--- config.mk ---
export PLATFORM = sky130hd
export DESIGN_NAME = fir_decim
export DESIGN_NICKNAME = d
export VERILOG_FILES = /design/src/rtl/fir_decim_pkg.sv /design/src/rtl/fir_coef_rom.sv /design/src/rtl/fir_decim.sv
export SDC_FILE = /design/constraint.sdc
export NUM_CORES = 2
export LEC_CHECK = 0
export CAP_MARGIN = 20
export CORE_MARGIN = 2
export CORE_UTILIZATION = 60
export DETAILED_ROUTE_END_ITERATION = 8
export PLACE_DENSITY = 0.75
export RECOVER_POWER = 100
export SLEW_MARGIN = 10
export SYNTH_ARGS = -nofsm -noshare
export SYNTH_HDL_FRONTEND = slang
export SYNTH_SLANG_ARGS = --single-unit
--- constraint.sdc ---
create_clock -name clock -period 6.75 [get_ports clock]
set_input_delay 1.35 -clock clock [delete_from_list [all_inputs] [get_ports clock]]
set_output_delay 1.35 -clock clock [all_outputs]
set_load 0.02 [all_outputs]
--- src/rtl/fir_decim_pkg.sv ---
// Shared constants, FSM state type and the production coefficient set for the
// compensating FIR decimator.
package fir_decim_pkg;

    localparam int TAPS_DEF       = 32;
    localparam int COEF_WIDTH_DEF = 18;

    typedef enum logic [1:0] {
        CLEAR = 2'd0,
        IDLE  = 2'd1,
        MAC   = 2'd2,
        ROUND = 2'd3
    } state_t;

    // Symmetric 32-tap set; the coefficients sum to 2^17, so DC gain is unity after OUT_SHIFT=17.
    localparam logic signed [COEF_WIDTH_DEF-1:0] FIR_COEFS [TAPS_DEF] = '{
        -18'sd120,   -18'sd310,   -18'sd280,    18'sd260,
         18'sd900,    18'sd610,   -18'sd980,   -18'sd2400,
        -18'sd1150,   18'sd3100,   18'sd6200,   18'sd2300,
        -18'sd7800,  -18'sd15400, -18'sd2100,   18'sd82706,
         18'sd82706, -18'sd2100,  -18'sd15400, -18'sd7800,
         18'sd2300,   18'sd6200,   18'sd3100,  -18'sd1150,
        -18'sd2400,  -18'sd980,    18'sd610,    18'sd900,
         18'sd260,   -18'sd280,   -18'sd310,   -18'sd120
    };

endpackage

--- src/rtl/fir_coef_rom.sv ---
// Registered-output coefficient ROM; one cycle from addr to coef.
module fir_coef_rom
    import fir_decim_pkg::*;
#(
    parameter int TAPS       = TAPS_DEF,
    parameter int COEF_WIDTH = COEF_WIDTH_DEF,
    parameter logic signed [COEF_WIDTH-1:0] COEFS [TAPS] = FIR_COEFS
) (
    input  logic                         clock,
    input  logic                         reset_n,
    input  logic [$clog2(TAPS)-1:0]      addr,
    output logic signed [COEF_WIDTH-1:0] coef
);

    always_ff @(posedge clock or negedge reset_n) begin
        if (!reset_n) begin
            coef <= '0;
        end else begin
            coef <= COEFS[addr];
        end
    end

endmodule

--- src/rtl/fir_decim.sv ---
// Compensating FIR decimator: ring-buffers CIC samples and produces one
// serial-MAC, rounded and saturated output every DECIM accepted samples.
module fir_decim
    import fir_decim_pkg::*;
#(
    parameter int IN_WIDTH   = 20,
    parameter int COEF_WIDTH = COEF_WIDTH_DEF,
    parameter int TAPS       = TAPS_DEF,
    parameter int DECIM      = 2,
    parameter int OUT_WIDTH  = 24,
    parameter int OUT_SHIFT  = 17,
    parameter int ACC_WIDTH  = IN_WIDTH + COEF_WIDTH + $clog2(TAPS),
    parameter logic signed [COEF_WIDTH-1:0] COEFS [TAPS] = FIR_COEFS
) (
    input  logic                        clock,
    input  logic                        reset_n,
    input  logic                        in_strobe,
    input  logic signed [IN_WIDTH-1:0]  in_data,
    output logic                        in_ready,
    output logic                        out_strobe,
    output logic signed [OUT_WIDTH-1:0] out_data,
    output logic                        overrun
);

    localparam int AW     = $clog2(TAPS);
    localparam int PROD_W = IN_WIDTH + COEF_WIDTH;

    // Handshake: a sample transfers on any clock edge where in_strobe && in_ready;
    // in_strobe with in_ready low is dropped and flagged on overrun the next cycle.
    state_t                      state, state_nxt;
    logic [AW-1:0]               wptr;
    logic [AW-1:0]               phase;
    logic [AW:0]                 step;
    logic signed [IN_WIDTH-1:0]  ram [TAPS];
    logic signed [IN_WIDTH-1:0]  ram_q;
    logic signed [COEF_WIDTH-1:0] rom_q;
    logic signed [PROD_W-1:0]    prod;
    logic signed [ACC_WIDTH-1:0] acc;
    logic signed [ACC_WIDTH-1:0] shifted;
    logic signed [ACC_WIDTH:0]   rounded;
    logic signed [OUT_WIDTH-1:0] sat;
    logic [AW-1:0]               rd_addr;
    logic                        accept, last_phase, ram_we;

    assign last_phase = (phase == AW'(DECIM - 1));
    assign ram_we     = (state == CLEAR) || accept;
    assign rd_addr    = wptr - AW'(1) - step[AW-1:0];

    always_comb begin
        state_nxt = state;
        accept    = 1'b0;
        case (state)
            CLEAR: if (wptr == AW'(TAPS - 1)) state_nxt = IDLE;
            IDLE: begin
                accept = in_strobe;
                if (in_strobe && last_phase) state_nxt = MAC;
            end
            MAC:   if (step == (AW + 1)'(TAPS + 1)) state_nxt = ROUND;
            ROUND: state_nxt = IDLE;
            default: state_nxt = CLEAR;
        endcase
    end

    // Round half up, then clamp anything that does not fit OUT_WIDTH.
    always_comb begin
        shifted = acc >>> OUT_SHIFT;
        rounded = (ACC_WIDTH + 1)'(shifted) + (ACC_WIDTH + 1)'(acc[OUT_SHIFT-1]);
        if ((&rounded[ACC_WIDTH:OUT_WIDTH-1]) || (~|rounded[ACC_WIDTH:OUT_WIDTH-1])) begin
            sat = rounded[OUT_WIDTH-1:0];
        end else if (rounded[ACC_WIDTH]) begin
            sat = {1'b1, {(OUT_WIDTH - 1){1'b0}}};
        end else begin
            sat = {1'b0, {(OUT_WIDTH - 1){1'b1}}};
        end
    end

    // Sample RAM: no reset, CLEAR zero-fills it through the write pointer.
    always_ff @(posedge clock) begin
        if (ram_we) ram[wptr] <= (state == CLEAR) ? '0 : in_data;
        ram_q <= ram[rd_addr];
    end

    fir_coef_rom #(
        .TAPS       (TAPS),
        .COEF_WIDTH (COEF_WIDTH),
        .COEFS      (COEFS)
    ) u_rom (
        .clock   (clock),
        .reset_n (reset_n),
        .addr    (step[AW-1:0]),
        .coef    (rom_q)
    );

    // MAC pipeline: step k issues reads, step k+1 registers the product,
    // step k+2 accumulates it; MAC therefore spans TAPS+2 cycles.
    always_ff @(posedge clock or negedge reset_n) begin
        if (!reset_n) begin
            state      <= CLEAR;
            wptr       <= '0;
            phase      <= '0;
            step       <= '0;
            prod       <= '0;
            acc        <= '0;
            in_ready   <= 1'b0;
            out_strobe <= 1'b0;
            out_data   <= '0;
            overrun    <= 1'b0;
        end else begin
            state      <= state_nxt;
            out_strobe <= 1'b0;
            overrun    <= in_strobe && !in_ready;
            if (ram_we) wptr <= wptr + AW'(1);
            if (state == CLEAR && state_nxt == IDLE) in_ready <= 1'b1;
            if (accept) begin
                phase <= last_phase ? '0 : phase + AW'(1);
                if (last_phase) begin
                    in_ready <= 1'b0;
                    step     <= '0;
                    acc      <= '0;
                end
            end
            if (state == MAC) begin
                step <= step + (AW + 1)'(1);
                prod <= PROD_W'(ram_q) * PROD_W'(rom_q);
                if (step >= (AW + 1)'(2)) acc <= acc + ACC_WIDTH'(prod);
            end
            if (state == ROUND) begin
                out_data   <= sat;
                out_strobe <= 1'b1;
                in_ready   <= 1'b1;
            end
        end
    end

endmodule

==> results.py <==
metrics = {
    "run_status": {
        "status": "finished, violations left",
        "violations": "capacitance limit, slew limit",
    },
    "worst_setup_path": {
        "cp_top_family": "adder cells",
        "worstSetupStartpointType": "flop",
        "cp_max_fo": 10,
        "ff2ff_setup_slack_ns": 0.31,
        "end_kind": "flop",
        "cpMaxStageDelayCell": "fa_1",
        "worstSetupPathType": "flop to flop",
        "critPathLaunch": "ram_q[12]$_DFF_P_",
        "worstPathRequired_ns": 7.30,
        "crit_path_max_incr_delay_ns": 0.55,
        "crit_arrival_ns": 6.99,
        "critPathBufInv": 5,
        "cp_common_cell": "fa_1",
        "r2r-start": "ram_q[12]$_DFF_P_",
        "crit_path_cell_trace": "buf_4, and2_1, fa_1, inv_1, fa_1, fa_1, inv_1, fa_1, fa_1, inv_1, fa_1, inv_1, ha_1, a21o_1, a21o_1, a211o_1, a21oi_1, o21ai_0, a221oi_1, o21ai_1, or3b_2, nand3_1",
    },
    "synthesis": {
        "synth_cells": 3420,
        "synthTopCellsByArea": "edfxtp_1 41%, fa_1 14%, mux4_2 9.7%, dfrtp_1 7.5%, ha_1 4.9%",
        "synth_common_cells": "640 x edfxtp_1, 415 x inv_1, 335 x fa_1",
        "synth.distinct_cells": 70,
        "syn_area_um2": 46400,
        "yosysSeqAreaShare": 0.498,
        "async_flop_share": 0.174,
        "yosysMostFrequentCell": "edfxtp_1",
        "synth-edff-count": 640,
        "synth-main-ff-cell": "edfxtp_1",
        "syn_avg_cell_area_um2": 13.6,
        "yosysWarnings": 0,
        "synthDominantCellAreaShare": 0.415,
        "synth_top_area_cell": "edfxtp_1",
        "syn_nets": 3960,
        "synth_seq_cells": 799,
    },
    "place": {
        "hpwl_um": 72900,
        "place_ws_ns": 0.0607,
        "gp_congestion": 0.930,
        "port-buffer-count": 49,
    },
    "routing": {
        "antenna_left": 0,
        "drc": 0,
        "wl_per_cell_um": 25.0,
        "dr.first_iter.drc_count": 2663,
        "firstDrtPassIters": 5,
        "drt_wl_total_um": 114000,
        "viasPerCell": 6.11,
        "vias": 27900,
    },
    "sta": {
        "fin_crit_sh": 0.954,
        "relSlewSlack": -1.72,
        "finClkSkew_ns": 0.0634,
        "min_period_ns": 6.44,
        "max_freq_mhz": 155,
        "setup_violations": 0,
        "setup_ws_ns": 0.307,
        "slew_violations": 1246,
        "hold_viol_final": 0,
        "tightest_slew_ns": 4.09,
    },
    "hold_path": {
        "holdCritStartpoint": "in_ready$_DFF_PN0_",
        "hp-class": "flop to flop",
    },
    "cts": {
        "cts_made_buffers": 80,
        "clock_latency_ns": 0.69,
        "cts_max_level": 3,
        "clock_sinks": 799,
        "path_clk_slew_ns": 0.06,
        "root_buffer": "clkbuf_16",
        "cts_tree": "yes",
        "clk_path_buf_depth": 3,
    },
    "final_layout": {
        "insertedDiodeCount": 0,
        "drive_gt1_frac": 0.122,
        "areaGrowthSynthToFinish_pct": 9.70,
        "nets": 4011,
    },
    "job": {
        "max_cap_viol_count": 46,
    },
    "grt": {
        "antenna_found_initial": 2,
        "grt_max_degree": 81,
        "grt_pass1_wl_um": 176000,
        "grt_pass1_vias": 29400,
        "globalRouteTotalUtil": 0.298,
        "grt_overflow": 0,
    },
    "floorplan": {
        "num_rows": 101,
        "die_area_um2": 79500,
        "initial_utilization": 0.608,
        "coreArea_um2": 76200,
        "fp.dieH_um": 282,
        "die_w_um": 282,
        "ios": 50,
    },
}
## metrics by stage
step | cells | hold slack, ns | util | TNS (ns) | cell area (um^2)
6_report | 4567 | 0.477 | 0.667 | 0 | 50800
2_1_floorplan | 3420 | 0.445 | - | 0 | 46400
3_5_place_dp | 4413 | 0.473 | 0.635 | 0 | 48400
4_1_cts | 4561 | 0.483 | 0.670 | 0 | 51100
3_3_place_gp | 4412 | 0.467 | 0.635 | 0 | 48400
5_1_grt | 4567 | 0.493 | 0.667 | -0.00439 | 50800
## cells by family (layout without fill, tap and decap cells)
logic type / after synthesis / in the layout / share of synthesized area
XOR/XNOR: 107 / 107 / 0.0202
flip-flops: 799 / 799 / 0.498
AO/OA/AOI/OAI: 395 / 395 / 0.0549
AND/OR/NAND/NOR: 802 / 802 / 0.0833
buffers and inverters: 577 / 694 / 0.0468
multiplexers: 223 / 223 / 0.103
adder cells (fa/ha/maj): 517 / 517 / 0.194
## final cells by class
type / instances / area, um^2
fillers: 5268 / 25400
repair buffers: 127 / 1030
clock buffers: 103 / 2120
clock inverters: 45 / 564
well taps: 1030 / 1290
multi-input cells: 2044 / 21200
inverters: 419 / 1570
flip-flops and latches: 799 / 23100
## path summary, 6_finish.rpt
path,cells after the start,endpoint
max,22,prod[36]$_DFFE_PN0P_
min,1,overrun$_DFF_PN0_
max reg2reg,22,prod[36]$_DFFE_PN0P_
min reg2reg,1,overrun$_DFF_PN0_
max in group asynchronous,2,u_rom.coef[3]$_DFF_PN0_
min in group asynchronous,1,prod[7]$_DFFE_PN0P_
## worst reg2reg max path, cell delays in order, from the launching register on
cell,delay (ns)
dfxtp_1,0.42
buf_4,0.22
and2_1,0.17
fa_1,0.51
inv_1,0.05
fa_1,0.39
fa_1,0.55
inv_1,0.06
fa_1,0.44
fa_1,0.52
inv_1,0.05
fa_1,0.49
inv_1,0.06
ha_1,0.34
a21o_1,0.19
a21o_1,0.23
a211o_1,0.32
a21oi_1,0.12
o21ai_0,0.17
a221oi_1,0.28
o21ai_1,0.18
or3b_2,0.47
nand3_1,0.09
## layout by cell type (no fill, tap or decap), types with 15 or more instances in the layout
cell / instances
nor2b_1: 27
edfxtp_1: 640
nand3_1: 79
mux4_2: 200
a21oi_1: 74
a21o_1: 36
nand2_1: 286
o21ai_0: 124
ha_1: 180
dfrtp_1: 131
nor2_1: 142
dlygate4sd3_1: 48
o31ai_1: 15
dfxtp_1: 19
inv_1: 415
clkbuf_1: 46
fa_1: 333
clkbuf_16: 80
clkinv_1: 17
and2_1: 155
xnor2_1: 60
nor3_1: 18
xor2_1: 44
a211oi_1: 37
buf_4: 46
and3_1: 16
## sequential cells by signal, summed over array words and instances (netlist names), 2 cells and up
signal      flops
ram           640
state           2
wptr            5
u_rom.coef     15
ram_q          20
step            6
acc            42
out_data       24
prod           37
phase           5
## metal layers
layer  GRT usage  part of all wire  vias up
met1       0.374              0.36    14300
met4       0.141             0.050        2
met3      0.0457             0.069      289
li1            -                 -    12100
met5           0           0.00011        -
met2       0.512              0.52     1268
## what timing repair did
action,CTS,global route
hold endpoints to repair,0,0
gates resized for setup,0,15
setup endpoints to repair,0,7
hold buffers,0,0
buffers inserted,0,0
Power is left out: the tool's default activity adds up to more than one toggle a clock period on the data nets, which glitch-free logic cannot reach.
